<file path="src/rtl/apb_master.sv">
// apb_master: single-outstanding APB initiator.
// Turns a valid/ready request into an APB SETUP/ACCESS transfer and returns
// the completion on a valid/ready response channel. A PREADY wait-state
// timeout stops a hung slave from stalling the bus.
//
// state  | meaning
// IDLE   | waiting for a request; req_ready_o high
// SETUP  | PSEL=1, PENABLE=0 for one cycle
// ACCESS | PSEL=1, PENABLE=1 until PREADY or timeout
// RESP   | response held on rsp_* until rsp_ready_i
module apb_master #(
  parameter int APB_ADDR_WIDTH = 12,
  parameter int TIMEOUT_CYCLES = 255
) (
  input  logic                      HCLK,
  input  logic                      HRESETn,
  input  logic                      req_valid_i,
  output logic                      req_ready_o,
  input  logic [APB_ADDR_WIDTH-1:0] req_addr_i,
  input  logic                      req_write_i,
  input  logic [31:0]               req_wdata_i,
  output logic                      rsp_valid_o,
  input  logic                      rsp_ready_i,
  output logic [31:0]               rsp_rdata_o,
  output logic                      rsp_err_o,
  output logic [APB_ADDR_WIDTH-1:0] PADDR,
  output logic [31:0]               PWDATA,
  output logic                      PWRITE,
  output logic                      PSEL,
  output logic                      PENABLE,
  input  logic [31:0]               PRDATA,
  input  logic                      PREADY,
  input  logic                      PSLVERR
);

  // Counter only needs to reach TIMEOUT_CYCLES-1; a disabled timeout lets it wrap harmlessly.
  localparam int CNT_W = (TIMEOUT_CYCLES < 2) ? 1 : $clog2(TIMEOUT_CYCLES);
  localparam bit TO_EN = (TIMEOUT_CYCLES != 0);
  localparam logic [CNT_W-1:0] TO_LAST = CNT_W'((TIMEOUT_CYCLES == 0) ? 0 : TIMEOUT_CYCLES - 1);

  typedef enum logic [1:0] {
    IDLE   = 2'd0,
    SETUP  = 2'd1,
    ACCESS = 2'd2,
    RESP   = 2'd3
  } state_t;

  state_t           state, state_nxt;
  logic [CNT_W-1:0] to_cnt;
  logic             xfer_done;
  logic             xfer_abort;
  logic             req_take;

  assign req_ready_o = (state == IDLE);
  assign req_take    = req_valid_i && req_ready_o;

  // State register
  always_ff @(posedge HCLK or negedge HRESETn) begin
    if (!HRESETn) state <= IDLE;
    else          state <= state_nxt;
  end

  // Next-state logic; normal completion takes priority over the timeout abort
  always_comb begin
    state_nxt  = state;
    xfer_done  = 1'b0;
    xfer_abort = 1'b0;
    case (state)
      IDLE:   if (req_take) state_nxt = SETUP;
      SETUP:  state_nxt = ACCESS;
      ACCESS: begin
        if (PREADY) begin
          xfer_done = 1'b1;
          state_nxt = RESP;
        end else if (TO_EN && (to_cnt == TO_LAST)) begin
          xfer_abort = 1'b1;
          state_nxt  = RESP;
        end
      end
      RESP:   if (rsp_ready_i) state_nxt = IDLE;
      default: state_nxt = IDLE;
    endcase
  end

  // APB strobes from flops; address/data/direction captured only on request acceptance
  always_ff @(posedge HCLK or negedge HRESETn) begin
    if (!HRESETn) begin
      PSEL    <= 1'b0;
      PENABLE <= 1'b0;
      PADDR   <= '0;
      PWDATA  <= '0;
      PWRITE  <= 1'b0;
    end else begin
      PSEL    <= (state_nxt == SETUP) || (state_nxt == ACCESS);
      PENABLE <= (state_nxt == ACCESS);
      if (req_take) begin
        PADDR  <= req_addr_i;
        PWDATA <= req_wdata_i;
        PWRITE <= req_write_i;
      end
    end
  end

  // Wait-state counter: counts ACCESS cycles with PREADY low, cleared otherwise
  always_ff @(posedge HCLK or negedge HRESETn) begin
    if (!HRESETn)                      to_cnt <= '0;
    else if (state == ACCESS && !PREADY) to_cnt <= to_cnt + 1'b1;
    else                               to_cnt <= '0;
  end

  // Response capture; data and error are held while waiting for rsp_ready_i
  always_ff @(posedge HCLK or negedge HRESETn) begin
    if (!HRESETn) begin
      rsp_valid_o <= 1'b0;
      rsp_rdata_o <= '0;
      rsp_err_o   <= 1'b0;
    end else begin
      rsp_valid_o <= (state_nxt == RESP);
      if (xfer_done) begin
        rsp_err_o   <= PSLVERR;
        rsp_rdata_o <= (PWRITE || PSLVERR) ? 32'h0 : PRDATA;
      end else if (xfer_abort) begin
        rsp_err_o   <= 1'b1;
        rsp_rdata_o <= 32'h0;
      end
    end
  end

endmodule

</file>
<file path="config.mk">
export PLATFORM = sky130hd
export DESIGN_NAME = apb_master
export DESIGN_NICKNAME = d
export VERILOG_FILES = /design/src/rtl/apb_master.sv
export SDC_FILE = /design/constraint.sdc
export NUM_CORES = 1
export LEC_CHECK = 0
export CELL_PAD_IN_SITES_DETAIL_PLACEMENT = 1
export CELL_PAD_IN_SITES_GLOBAL_PLACEMENT = 2
export CORE_UTILIZATION = 27
export CTS_CLUSTER_DIAMETER = 50
export DETAILED_ROUTE_END_ITERATION = 10
export GPL_TIMING_DRIVEN = 0
export PLACE_DENSITY = 0.84
export SYNTH_ARGS = -nofsm -noshare
export SYNTH_HDL_FRONTEND = slang
export SYNTH_SLANG_ARGS = --single-unit
</file>
<file path="constraint.sdc">
create_clock -name HCLK -period 2.07 [get_ports HCLK]
set_input_delay 0.414 -clock HCLK [delete_from_list [all_inputs] [get_ports HCLK]]
set_output_delay 0.414 -clock HCLK [all_outputs]
set_load 0.005 [all_outputs]
</file>
==> flow_metrics.py, run 1 <==
metrics = {
    "layout": {
        "area_growth_pct": 59.3,
        "fillers": 1345,
        "antenna_cells": 0,
        "nNetsFinal": 491,
        "post-route-util_pct": 44.3,
        "stdcell_count": 585,
        "drive_gt1_share_pct": 20.0,
    },
    "setup_path": {
        "path_class": "reg2out",
        "start_kind": "flop",
        "critPathRequiredTime_ps": 1660,
        "worstPathMaxFanout": 6,
        "end_kind": "output port",
        "cp.arrival_ps": 1520,
    },
    "power": {
        "switching_power_mw": 2.26,
        "vdd_drop_max_mv": 0.462,
        "total_power_mw": 8.34,
        "clkPwrFrac_pct": 20.1,
        "p_int_mw": 6.08,
        "pwr-share-comb_pct": 43.0,
        "p_leak_nw": 2.54,
        "pwr-share-seq_pct": 36.9,
        "powerDensity_mw_per_mm2": 1420,
        "p_sw_share_pct": 27.1,
    },
    "cts": {
        "htree_levels": 3,
        "numCtsBuffers": 9,
        "insertion_delay_ps": 340,
        "cts_root_buf": "clkbuf_16",
        "cts_tree": "built",
        "hold_buffers": 0,
        "post_cts_resize_count": 0,
        "cts_setup_buffers": 0,
        "clock_sinks": 91,
        "path_clk_slew_ps": 70,
        "cts_max_path_buffers": 2,
    },
    "sta": {
        "max_clock_freq_mhz": 518,
        "setup_viol": 0,
        "grt_setup_unrepaired": "false",
        "worst_pin_slew_ps": 606,
        "hold_slack_ps": 77.3,
        "slew_viol_final": 0,
        "max_slew_margin_pct": 59.6,
        "post-route-period-util_pct": 93.3,
        "timing.final.crit_period_ps": 1930,
        "finalHoldViolations": 0,
        "finClkSkew_ps": 8.27,
    },
    "global_route": {
        "grt_max_degree": 49,
        "antenna_found_initial": 0,
        "grt_pass1_wl_um": 16200,
        "grt_use_total_pct": 14.9,
        "overflow": 0,
        "grt_pass1_vias": 2851,
    },
    "drt": {
        "drcViolationCount": 0,
        "wl_um": 9860,
        "viasPerCell": 4.38,
        "avgRoutedWirePerCell_um": 16.9,
        "vias": 2564,
        "ant_nets": 0,
        "drt-initial-drc-count": 85,
        "firstDrtPassIters": 4,
    },
    "place": {
        "gp_congestion": 0.713,
        "dpl.cell_count": 569,
        "dp.final_hpwl_um": 7350,
        "port_buffers": 164,
    },
    "floorplanning": {
        "core_area_mm2": 0.0133,
        "die_w_um": 119,
        "io_pins": 165,
        "die_y_um": 119,
        "core.rowCount": 42,
        "die_area_mm2": 0.0142,
        "start_util_pct": 27.8,
    },
    "outcome": {
        "status": "completed",
    },
    "logic_synthesis": {
        "avgSynthCellArea_um2": 16.2,
        "synth_fp_nets": 315,
        "yosys_warnings": 0,
        "netlist_instances": 228,
        "synth_area_mm2": 0.00369,
        "synth_cell_types": 33,
        "ys_seq_area_share_pct": 61.6,
        "synth-seq-cells": 91,
    },
    "worst_hold_path": {
        "hold_class": "in2async",
    },
    "job": {
        "drv_cap": 0,
    },
}
## logic make-up after synthesis
group                      after synthesis  share of synthesized area (%)
AOI/OAI and AO/OA                       43                           9.75
xor gates and xnor gates                 3                          0.711
adders and majority gates                4                           1.35
buffers and inverters                   14                           4.33
DFF                                     91                           61.6
muxes                                   45                           17.8
and+or+nand+nor                         28                           4.44
## metrics by stage
stage | setup WS, ps | instance area (um2) | setup TNS, ps
final | 139 | 5880 | 0
after CTS | 110 | 5880 | 0
after floorplan | 401 | 3690 | 0
after global routing | 53.7 | 5880 | 0
after global placement | -2750 | 5560 | -250050
after detailed placement | -38.0 | 5580 | -38.0
## worst paths after layout
path / from / endpoint / slack [ps] / cells after the start
worst max-delay path: state[1] / req_ready_o / 140 / 2
worst min-delay path: HRESETn / PADDR[10] / 80 / 1
worst max register to register: to_cnt[0] / PSEL / 190 / 8
worst min register to register: to_cnt[0] / to_cnt[0] / 490 / 1
max in group asynchronous: HRESETn / rsp_rdata_o[19] / 1340 / 2
min in group HCLK: to_cnt[0] / to_cnt[0] / 490 / 1
## layout make-up
cell class	count	area [um2]	area share [%]
clock buffers	10	239	4.06
repair buffers	165	1670	28.3
inverters	2	7.51	0.128
well taps	176	220	3.74
multi-input cells	123	1260	21.4
plain buffers	12	153	2.59
flip-flops and latches	91	2280	38.7
clock inverters	6	63.8	1.08
## Yosys cell counts, drive strengths merged
master	n	area, um2
a21oi	4	20.0
a22o	32	280
a31oi	2	27.5
and2	1	8.76
and2b	1	8.76
and3	2	13.8
and3b	1	10.0
and4	1	11.3
buf	11	149
clkbuf	1	3.75
dfrtp	91	2280
ha	4	50.1
inv	2	7.51
mux2	45	657
nand2	4	15.0
nand2b	1	6.26
nand3	3	15.0
nand3b	1	7.51
nand4	1	6.26
nor2	8	32.5
nor3	1	10.0
o211a	1	10.0
o211ai	1	7.51
o21ai	3	15.0
or3	3	18.8
xnor2	1	8.76
xor2	2	17.5
## worst max-delay path, stage by stage (launching register included)
cell and delay (ps):
dfrtp_1 430, nor2_2 210, clkdlybuf4s50_1 550
## registers in the layout (all words and copies together) (netlist names)
name	cells
PWDATA	32
state	2
rsp_valid_o	1
rsp_rdata_o	32
PSEL	1
to_cnt	8
PWRITE	1
PADDR	12
rsp_err_o	1
PENABLE	1
## power groups by stage
stage,logic (mW),clock network [mW],registers (mW)
2_1_floorplan,1.45,0,3.11
5_1_grt,3.85,1.80,3.20
3_5_place_dp,3.63,0,3.11
3_3_place_gp,3.56,0,3.06
4_1_cts,3.66,1.73,3.09
6_report,3.59,1.68,3.08
## metal layers
metal  vias up  GRT usage, %  share of wire (%)  wire [um]
li1       1178             -                  -          -
met1      1287          18.9                 44       4360
met2        88          24.3                 50       4890
met3        11          4.50                5.1        503
met4         0          4.19                1.1        110
met5         -             0                  0          0
## layout by cell type, fill, tap and decap left out, types with 2 or more instances in the layout
master / n
buf_6: 3
xor2_1: 2
clkdlybuf4s50_1: 163
clkbuf_16: 9
buf_2: 3
ha_1: 4
mux2_2: 5
a22o_1: 32
a21oi_1: 4
nor2_1: 7
dfrtp_1: 91
nand2_1: 4
clkinv_2: 3
or3_1: 3
o21ai_0: 3
buf_12: 5
nand3_1: 3
mux2_4: 40
inv_1: 2
(Power assumes the default switching activity.)
==> inputs of run 2 (changes only) <==
--- a/config.mk
+++ b/config.mk
@@ -5,6 +5,7 @@
 export SDC_FILE = /design/constraint.sdc
 export NUM_CORES = 1
 export LEC_CHECK = 0
+export ABC_AREA = 0
 export CELL_PAD_IN_SITES_DETAIL_PLACEMENT = 1
 export CELL_PAD_IN_SITES_GLOBAL_PLACEMENT = 2
 export CORE_UTILIZATION = 27
==> results of run 2 <==
Same layout as run 1: the final DEF is identical, and so are final timing and power.
